`config.mk`:
```
export PLATFORM = sky130hd
export DESIGN_NAME = connect4_turn_controller
export DESIGN_NICKNAME = d
export VERILOG_FILES = /design/src/rtl/connect4_pkg.sv /design/src/rtl/connect4_sel_detect.sv /design/src/rtl/connect4_turn_controller.sv
export SDC_FILE = /design/constraint.sdc
export NUM_CORES = 1
export LEC_CHECK = 0
export CORE_MARGIN = 1
export CORE_UTILIZATION = 25
export CTS_CLUSTER_DIAMETER = 50
export DETAILED_ROUTE_END_ITERATION = 16
export GPL_ROUTABILITY_DRIVEN = 0
export PLACE_DENSITY_LB_ADDON = 0.2
export SLEW_MARGIN = 20
export SYNTH_ARGS = -nofsm -noshare
export SYNTH_HDL_FRONTEND = slang
export SYNTH_SLANG_ARGS = --single-unit
```
`constraint.sdc`:
```
create_clock -name clk -period 2.2 [get_ports clk]
set_input_delay 0.55 -clock clk [delete_from_list [all_inputs] [get_ports clk]]
set_output_delay 0.55 -clock clk [all_outputs]
set_load 0.1 [all_outputs]
```
`src/rtl/connect4_pkg.sv`:
```
// connect4_pkg: shared definitions for the Connect4 turn controller.
//   - controller state encodings (WAIT_INPUT/DROP/CHECK/GAME_OVER)
//   - game status codes (PLAYING/P1_WIN/P2_WIN/DRAW)
//   - win checker result codes
//   - idle column code and default board geometry
package connect4_pkg;

    typedef logic [1:0] state_t;
    typedef logic [1:0] status_t;

    localparam state_t ST_WAIT_INPUT = 2'b00;
    localparam state_t ST_DROP       = 2'b01;
    localparam state_t ST_CHECK      = 2'b10;
    localparam state_t ST_GAME_OVER  = 2'b11;

    localparam status_t STATUS_PLAYING = 2'b00;
    localparam status_t STATUS_P1_WIN  = 2'b01;
    localparam status_t STATUS_P2_WIN  = 2'b10;
    localparam status_t STATUS_DRAW    = 2'b11;

    typedef enum logic [1:0] {
        WIN_NONE    = 2'b00,
        WIN_P1      = 2'b01,
        WIN_P2      = 2'b10,
        WIN_ILLEGAL = 2'b11
    } win_code_e;

    localparam logic [2:0] COL_IDLE = 3'b111;

    localparam int unsigned NUM_COLS_DEF  = 4;
    localparam int unsigned MAX_MOVES_DEF = 16;

    // True when col addresses a playable column.
    function automatic logic col_in_range(input logic [2:0] col, input int unsigned num_cols);
        return {29'd0, col} < num_cols;
    endfunction

endpackage

```
`src/rtl/connect4_sel_detect.sv`:
```
// connect4_sel_detect: turns the raw player column input into single selection events.
//   clk        in   system clock
//   reset      in   asynchronous active-low reset
//   in_column  in   player column select, COL_IDLE when nothing is pressed
//   sel_event  out  one cycle high on a transition out of idle
//   sel_col    out  column belonging to sel_event
module connect4_sel_detect
    import connect4_pkg::*;
(
    input  logic       clk,
    input  logic       reset,
    input  logic [2:0] in_column,
    output logic       sel_event,
    output logic [2:0] sel_col
);

    logic [2:0] col_q;

    always_ff @(posedge clk or negedge reset) begin
        if (!reset) begin
            col_q <= COL_IDLE;
        end else begin
            col_q <= in_column;
        end
    end

    // Only the first cycle of a held selection counts.
    assign sel_event = (in_column != COL_IDLE) && (col_q == COL_IDLE);
    assign sel_col   = in_column;

endmodule

```
`src/rtl/connect4_turn_controller.sv`:
```
// connect4_turn_controller: sequences turns for the Connect4 board datapath.
// Optional feature macro: TURN_TIMEOUT_EN (per-turn timer that forfeits an idle turn).
//   clk              in   system clock
//   reset            in   asynchronous active-low reset
//   in_column        in   player column select (3'b111 idle)
//   in_new_game      in   restart request (WAIT_INPUT / GAME_OVER only)
//   drop_done        in   datapath pulse: piece landed
//   drop_full        in   datapath pulse: column full, nothing written
//   win_in           in   win checker result, sampled in CHECK
//   drop_req         out  level request to the datapath
//   drop_column      out  column of the pending drop (3'b111 when idle)
//   drop_player      out  owner of the pending drop
//   board_clear      out  one-cycle board clear pulse
//   playerTurn       out  player whose turn it is
//   throw_again      out  current player must select again
//   oinvalid_column  out  one-cycle pulse on a rejected selection
//   out_game_status  out  playing / P1 won / P2 won / draw
//   current_state    out  controller state
//   timeout          out  one-cycle pulse when a turn is forfeited
module connect4_turn_controller
    import connect4_pkg::*;
#(
    parameter int unsigned NUM_COLS  = NUM_COLS_DEF,
    parameter int unsigned MAX_MOVES = MAX_MOVES_DEF
`ifdef TURN_TIMEOUT_EN
    ,
    parameter int unsigned TURN_TIMEOUT = 1000
`endif
) (
    input  logic       clk,
    input  logic       reset,
    input  logic [2:0] in_column,
    input  logic       in_new_game,
    input  logic       drop_done,
    input  logic       drop_full,
    input  logic [1:0] win_in,
    output logic       drop_req,
    output logic [2:0] drop_column,
    output logic       drop_player,
    output logic       board_clear,
    output logic       playerTurn,
    output logic       throw_again,
    output logic       oinvalid_column,
    output logic [1:0] out_game_status,
    output logic [1:0] current_state,
    output logic       timeout
);

    localparam int unsigned MC_W = $clog2(MAX_MOVES + 1);

    logic            sel_event;
    logic [2:0]      sel_col;

    state_t          state_q, state_d;
    logic            player_q, player_d;
    logic            drop_req_q, drop_req_d;
    logic [2:0]      drop_col_q, drop_col_d;
    logic            drop_player_q, drop_player_d;
    logic            board_clear_q, board_clear_d;
    logic            throw_q, throw_d;
    logic            invalid_q, invalid_d;
    status_t         status_q, status_d;
    logic [MC_W-1:0] move_count_q, move_count_d;
    logic            timeout_q, timeout_d;

`ifdef TURN_TIMEOUT_EN
    localparam int unsigned TW = (TURN_TIMEOUT > 1) ? $clog2(TURN_TIMEOUT) : 1;
    logic [TW-1:0]   timer_q, timer_d;
`endif

    connect4_sel_detect u_sel_detect (
        .clk       (clk),
        .reset     (reset),
        .in_column (in_column),
        .sel_event (sel_event),
        .sel_col   (sel_col)
    );

    always_comb begin
        state_d       = state_q;
        player_d      = player_q;
        drop_req_d    = drop_req_q;
        drop_col_d    = drop_col_q;
        drop_player_d = drop_player_q;
        board_clear_d = 1'b0;
        throw_d       = throw_q;
        invalid_d     = 1'b0;
        status_d      = status_q;
        move_count_d  = move_count_q;
        timeout_d     = 1'b0;
`ifdef TURN_TIMEOUT_EN
        timer_d       = timer_q;
`endif

        case (state_q)
            ST_WAIT_INPUT: begin
                if (in_new_game) begin
                    // Restart wins over a coincident selection.
                    board_clear_d = 1'b1;
                    move_count_d  = '0;
                    player_d      = 1'b0;
                    status_d      = STATUS_PLAYING;
                    throw_d       = 1'b0;
`ifdef TURN_TIMEOUT_EN
                    timer_d       = '0;
`endif
                end else if (sel_event) begin
`ifdef TURN_TIMEOUT_EN
                    timer_d = '0;
`endif
                    if (!col_in_range(sel_col, NUM_COLS)) begin
                        invalid_d = 1'b1;
                        throw_d   = 1'b1;
                    end else begin
                        drop_col_d    = sel_col;
                        drop_player_d = player_q;
                        drop_req_d    = 1'b1;
                        state_d       = ST_DROP;
                    end
                end
`ifdef TURN_TIMEOUT_EN
                else if (timer_q == TW'(TURN_TIMEOUT - 1)) begin
                    timeout_d = 1'b1;
                    player_d  = ~player_q;
                    throw_d   = 1'b0;
                    timer_d   = '0;
                end else begin
                    timer_d = timer_q + TW'(1);
                end
`endif
            end

            ST_DROP: begin
                // drop_done takes priority over a simultaneous drop_full.
                if (drop_done) begin
                    drop_req_d = 1'b0;
                    drop_col_d = COL_IDLE;
                    throw_d    = 1'b0;
                    if (move_count_q != MC_W'(MAX_MOVES)) begin
                        move_count_d = move_count_q + MC_W'(1);
                    end
                    state_d = ST_CHECK;
                end else if (drop_full) begin
                    drop_req_d = 1'b0;
                    drop_col_d = COL_IDLE;
                    invalid_d  = 1'b1;
                    throw_d    = 1'b1;
                    state_d    = ST_WAIT_INPUT;
                end
            end

            ST_CHECK: begin
                if (win_in == WIN_P1) begin
                    status_d = STATUS_P1_WIN;
                    state_d  = ST_GAME_OVER;
                end else if (win_in == WIN_P2) begin
                    status_d = STATUS_P2_WIN;
                    state_d  = ST_GAME_OVER;
                end else if (move_count_q == MC_W'(MAX_MOVES)) begin
                    // WIN_ILLEGAL falls through here like WIN_NONE.
                    status_d = STATUS_DRAW;
                    state_d  = ST_GAME_OVER;
                end else begin
                    player_d = ~player_q;
                    state_d  = ST_WAIT_INPUT;
                end
            end

            default: begin
                if (in_new_game) begin
                    board_clear_d = 1'b1;
                    move_count_d  = '0;
                    player_d      = 1'b0;
                    status_d      = STATUS_PLAYING;
                    throw_d       = 1'b0;
                    state_d       = ST_WAIT_INPUT;
                end
            end
        endcase

`ifdef TURN_TIMEOUT_EN
        // Every turn starts with a fresh timer.
        if (state_d == ST_WAIT_INPUT && state_q != ST_WAIT_INPUT) begin
            timer_d = '0;
        end
`endif
    end

    always_ff @(posedge clk or negedge reset) begin
        if (!reset) begin
            state_q       <= ST_WAIT_INPUT;
            player_q      <= 1'b0;
            drop_req_q    <= 1'b0;
            drop_col_q    <= COL_IDLE;
            drop_player_q <= 1'b0;
            board_clear_q <= 1'b0;
            throw_q       <= 1'b0;
            invalid_q     <= 1'b0;
            status_q      <= STATUS_PLAYING;
            move_count_q  <= '0;
            timeout_q     <= 1'b0;
        end else begin
            state_q       <= state_d;
            player_q      <= player_d;
            drop_req_q    <= drop_req_d;
            drop_col_q    <= drop_col_d;
            drop_player_q <= drop_player_d;
            board_clear_q <= board_clear_d;
            throw_q       <= throw_d;
            invalid_q     <= invalid_d;
            status_q      <= status_d;
            move_count_q  <= move_count_d;
            timeout_q     <= timeout_d;
        end
    end

`ifdef TURN_TIMEOUT_EN
    always_ff @(posedge clk or negedge reset) begin
        if (!reset) begin
            timer_q <= '0;
        end else begin
            timer_q <= timer_d;
        end
    end
    assign timeout = timeout_q;
`else
    assign timeout = 1'b0;
`endif

    assign drop_req        = drop_req_q;
    assign drop_column     = drop_col_q;
    assign drop_player     = drop_player_q;
    assign board_clear     = board_clear_q;
    assign playerTurn      = player_q;
    assign throw_again     = throw_q;
    assign oinvalid_column = invalid_q;
    assign out_game_status = status_q;
    assign current_state   = state_q;

endmodule

```
* Yosys cells after proc, flatten, opt, wreduce, memory -nomap -nowiden
Cells that the tools add are included.
Word-level totals: bits in registers 21, word-level logic and storage cells 101, output and inout port bits 14
Operators by class: bitwise operators 4, equal/unequal tests 20, reductions and logical operators 15, magnitude comparators 1, muxes and demuxes 49, add/subtract/negate cells 1
Operator list (number):
- 2-bit 2-to-1 mux | 12
- 1-bit 2-to-1 mux | 21
- 5-bit AND reduction | 4
- 2-bit inequality test, second input constant | 8
- 3-bit 2-to-1 mux | 5
- 5-bit 2-to-1 mux | 3
- 3-bit inequality test, second input constant | 4
- 5-bit one-hot mux with 2 select lines | 1
- 4-bit AND reduction | 2
- 1-bit one-hot mux with 2 select lines | 3
- 2-bit one-hot mux with 3 select lines | 1
- 3-bit one-hot mux with 2 select lines | 1
- 2-bit nonzero test | 3
- 5-bit by 1-bit adder with 5-bit output, second input constant | 1
- 5-bit equality test, second input constant | 1
- 5-bit inequality test, second input constant | 1
- 2-bit by 1-bit equality test with 1-bit output, second input constant | 2
- 2-bit equality test, second input constant | 2
- 4-bit inequality test, second input constant | 1
- 1-bit inverter | 4
- 2-bit one-hot mux with 2 select lines | 1
- 4-bit nonzero test | 1
- 3-bit equality test, second input constant | 1
- 3-bit less-than comparator, second input constant | 1
- 6 further kinds | 6

* Depth between registers and ports, before layout
depth after elaboration 5, depth in mapped cells 7, gate-level depth less buffers 6

* By module
From an unflattened synthesis, not the netlist that was laid out.
Second synthesis, totals: cell total of the unflattened synthesis 114, area total of the unflattened synthesis 1214.9 um^2
By module, submodules not included:
- connect4_turn_controller | seq. area each 454.2 um^2, cells each 106, instances 1, area each 1102.3 um^2
- connect4_sel_detect | seq. area each 78.8 um^2, cells each 8, instances 1, area each 112.6 um^2

* Least setup slack after synthesis
Ideal clock, no wire load.
path kind flip-flop to flip-flop, start register state_q[0], in the netlist current_state[0], end register move_count_q[4], data required time 2.081 ns, slack -0.324 ns, stages on the path, launching flop included 7, arrival time 2.406 ns, cell sequence dfrtp_1 -> inv_1 -> ha_1 -> or3b_1 -> o31ai_4 -> a41oi_1 -> o21a_1
Between the ends: word-level cells in the longest chain between the ends 3
Ends and longest elaborated chain:
- start, declared | RTL line connect4_turn_controller.sv:54 | state_t state_q, state_d;
- start signal, assigned | RTL line connect4_turn_controller.sv:203 | state_q <= state_d;
- 2-bit by 1-bit equality test with 1-bit output / 2-bit equality test (equally long branches) | RTL line connect4_turn_controller.sv:95 | case (state_q)
- 2-bit inequality test (no line), or another cell as far along
- 4-bit AND reduction (no line)
- end signal, assigned | RTL line connect4_turn_controller.sv:212 | move_count_q <= move_count_d;
- end, declared | RTL line connect4_turn_controller.sv:63 | logic [MC_W-1:0] move_count_q, move_count_d;
Several ways; a longest one is shown, not always the timed one. A chain may end at the register's enable or synchronous reset.

* Final worst setup path
start input in_new_game, end register state_q[0], in the netlist current_state[0]
Between the ends: word-level cells in the longest chain between the ends 2
Ends and longest elaborated chain:
- start, declared | RTL line connect4_turn_controller.sv:33 | input logic in_new_game,
- 2-bit inequality test (no line) / 4-bit nonzero test (equally long branches)
- 5-bit AND reduction (no line) (*)
Every way passes the cells marked *; elsewhere a longest branch is shown, timed or not.

==> run summary <==
Status: complete, no violations
Largest family of logic cells by synthesized area: simple AND/OR/NAND/NOR gates
Worst R2R Start: current_state[0]
Core Rows: 24
Via count: 878
Pleak: 0.000729 uW
Fin worst setup slack: 0.256 ns
Cell variety after synth: 34
Antenna diode count: 0
CTS Sinks: 21
FF+latch count, synth: 21
Worst path max stage delay: 0.46 ns
MaxCap Viol Count: 0
Area Overhead vs Synth: 34.3%
Min cycle time layout: 1.94 ns
Cts hold-fix bufs: 0
WL/cell: 12.5 um
Die ar.: 0.00487 mm^2
Initial antenna violation count: 0
Worst path bufs/invs: 1
Postcts setup bufs: 0
Max VDD drop: 0.000625 V
Leading area contributor after synthesis: dfrtp_1
Vias in the first global route: 929
Compound-Gate Fraction of Synth Area: 13.0%
Startpoint types: primary input
Die H: 69.8 um
Clock buffer depth: 2
CTS tree: built
Worst path cell trace: clkdlybuf4s50_1, nand2b_4, or3_4, a21o_1, mux2_1
Crit path DAT: 2.09 ns
Drt first pass iters: 4
# IOs: 24
Clock transition at the registers of the reported paths: 0.08 ns
Period utilisation layout: 88.3%
Synthesized area per cell: 10.6 um^2
RR Endpoint: current_state[0]
Sequential area share after synthesis: 46.4%
Largest net degree at the start of global routing: 22
Fill cells: 467
HPWL after DPL: 1.92 mm
Port buffer count: 22
Async set-reset flop share out of synthesis: 100%
Synthesized cell area: 0.00115 mm^2
Post-Synthesis Cells: 108
Worst setup path class: in2reg
Routed WL: 2.42 mm
RSZ-0062 raised after global routing: false
Post-synthesis simple-gate area fraction: 16.9%
Post-synth top flop: dfrtp_1
H-Tree Depth: 1
Root buf cell: clkbuf_8
CP max FO: 5
First-pass GRT wire length: 4.31 mm
DRC Markers: 0
Total global-route track usage: 11.2%
# setup viols final: 0
Via density per instance: 4.55
Xor/xnor share of the synthesized area: 0%
Min-Delay Path Class: reg2reg
Layout cell share with drive strength beyond 1: 29.8%
Crit path max-delay cell type: clkdlybuf4s50_1
Worst r2r path cells: 6
Area share of the largest cell type after synthesis: 32.7%
Crit end category: register
Initial Utilization: 26.2%
GR Layer Usage met2: 18.3%
Antenna Nets Post-Route: 0
Synth area leaders: dfrtp_1, dfstp_2, ha_1, inv_1, mux2i_1
WP data required: 2.34 ns
Fmax: 515 MHz
Yosys Warn Count: 0
Post-synthesis adder-cell area fraction: 8.71%
Final Power: 2260 uW
Busiest grt layer: met2
Final Hold Fails: 0
Cell family with most CP delay: simple AND/OR/NAND/NOR gates
Mux contribution to synthesized area: 9.37%
Nets: 160
GRT overflow: 0
Dpl ws: -0.0148 ns
CORE AREA: 0.00438 mm^2
Hold wc startpoint: drop_player
Hold Path Depth: 1
Power per Cell Area: 1460 mW/mm^2
Post-cts resize count: 0
Clock skew: 0.00184 ns
GR Layer Usage met3: 3.49%
Fin. max-slew vios: 0
Post-synth EDFFs: 0
Min-Delay Endpoint: drop_player
CTS buffer count: 3
Drt initial violations: 13
Met1 usage: 14.7%
Die W: 69.8 um
R2R setup slack: 0.30 ns
Net Count, Synth: 126
Clk_lat worst skew: 0.26 ns
## cells in the mapped netlist, types with 2 or more instances
master     n
mux2_2     3
or3_1      2
o21a_1     3
a21oi_1    2
dfrtp_1   15
mux2_1     3
nor3b_1    4
inv_1     13
nand2_1    8
mux2i_1    4
o31ai_1    2
nor2_1     5
dfstp_2    6
nand2b_1   3
ha_1       8
nand3_1    4
o21ai_0    6
## layout make-up
type                    count  area, um^2  area share (%)
multi-input cells          72         554            35.9
flip-flops and latches     21         536            34.7
repair buffers             31         293            19.0
well taps                  52        65.1            4.22
inverters                  13        48.8            3.16
clock buffers               3        41.3            2.68
clock inverters             1        5.00           0.324
## report_power, final
group | switching (uW) | internal, uW | leakage (uW) | total [uW]
Clock | 126 | 126 | 0.0000255 | 252
Sequential | 95.6 | 509 | 0.000258 | 604
Combinational | 984 | 415 | 0.000446 | 1400
## layout by cell type (no fill, tap or decap), drive strengths merged
| master | count |
|---|---|
| a41oi | 1 |
| nor2b | 1 |
| dfrtp | 15 |
| nand2 | 8 |
| inv | 13 |
| a32oi | 1 |
| mux2 | 6 |
| o21a | 3 |
| o32ai | 1 |
| o31ai | 3 |
| nand4 | 1 |
| nor3b | 4 |
| a21o | 1 |
| nand3 | 4 |
| and4bb | 1 |
| conb | 1 |
| or3 | 3 |
| a211oi | 1 |
| a21oi | 3 |
| clkbuf | 3 |
| dfstp | 6 |
| clkdlybuf4s50 | 9 |
| o21ai | 6 |
| clkinv | 1 |
| nor3 | 1 |
| nand2b | 4 |
| nor2 | 5 |
| mux2i | 4 |
| or3b | 1 |
| ha | 8 |
| buf | 22 |
## cell families after synthesis
logic type	after synthesis
multiplexers	10
flip-flops	21
AO/OA/AOI/OAI	20
adder cells (fa/ha/maj)	8
other	1
AND/OR/NAND/NOR	33
buffers and inverters	15
## flip-flops by register name, summed over array words and instances, names as in the netlist
register	flops
throw_again	1
drop_player	1
move_count_q	5
out_game_status	2
current_state	2
drop_req	1
board_clear	1
u_sel_detect.col_q	3
oinvalid_column	1
playerTurn	1
drop_column	3
## worst max path at each step
stage | startpoint | cells past startpoint | to
CTS | in_new_game | 5 | current_state[0]
finish | in_new_game | 5 | current_state[0]
global route | current_state[1] | 7 | throw_again
global placement | win_in[0] | 6 | out_game_status[0]
detailed placement | in_new_game | 5 | current_state[0]
floorplan | current_state[0] | 6 | move_count_q[4]
## stage by stage
step / cells / instance area (um^2) / hold WS (ns) / utilization [%] / setup TNS (ns)
after floorplan: 108 / 1150 / 0.254 / - / 0
after global placement: 189 / 1500 / 0.492 / 34.1 / 0
after detailed placement: 189 / 1500 / 0.497 / 34.1 / -0.0148
after CTS: 193 / 1540 / 0.516 / 35.2 / 0
after global routing: 193 / 1540 / 0.535 / 35.2 / 0
final: 193 / 1540 / 0.512 / 35.2 / 0
## layer usage
layer / vias up / wire, um / share of wire [%]
met4: 0 / 21 / 0.87
li1: 438 / - / -
met2: 19 / 1170 / 48
met1: 419 / 1130 / 47
met5: - / 0 / 0
met3: 2 / 98 / 4.1
No activity file was read; power rests on OpenSTA's default activity.
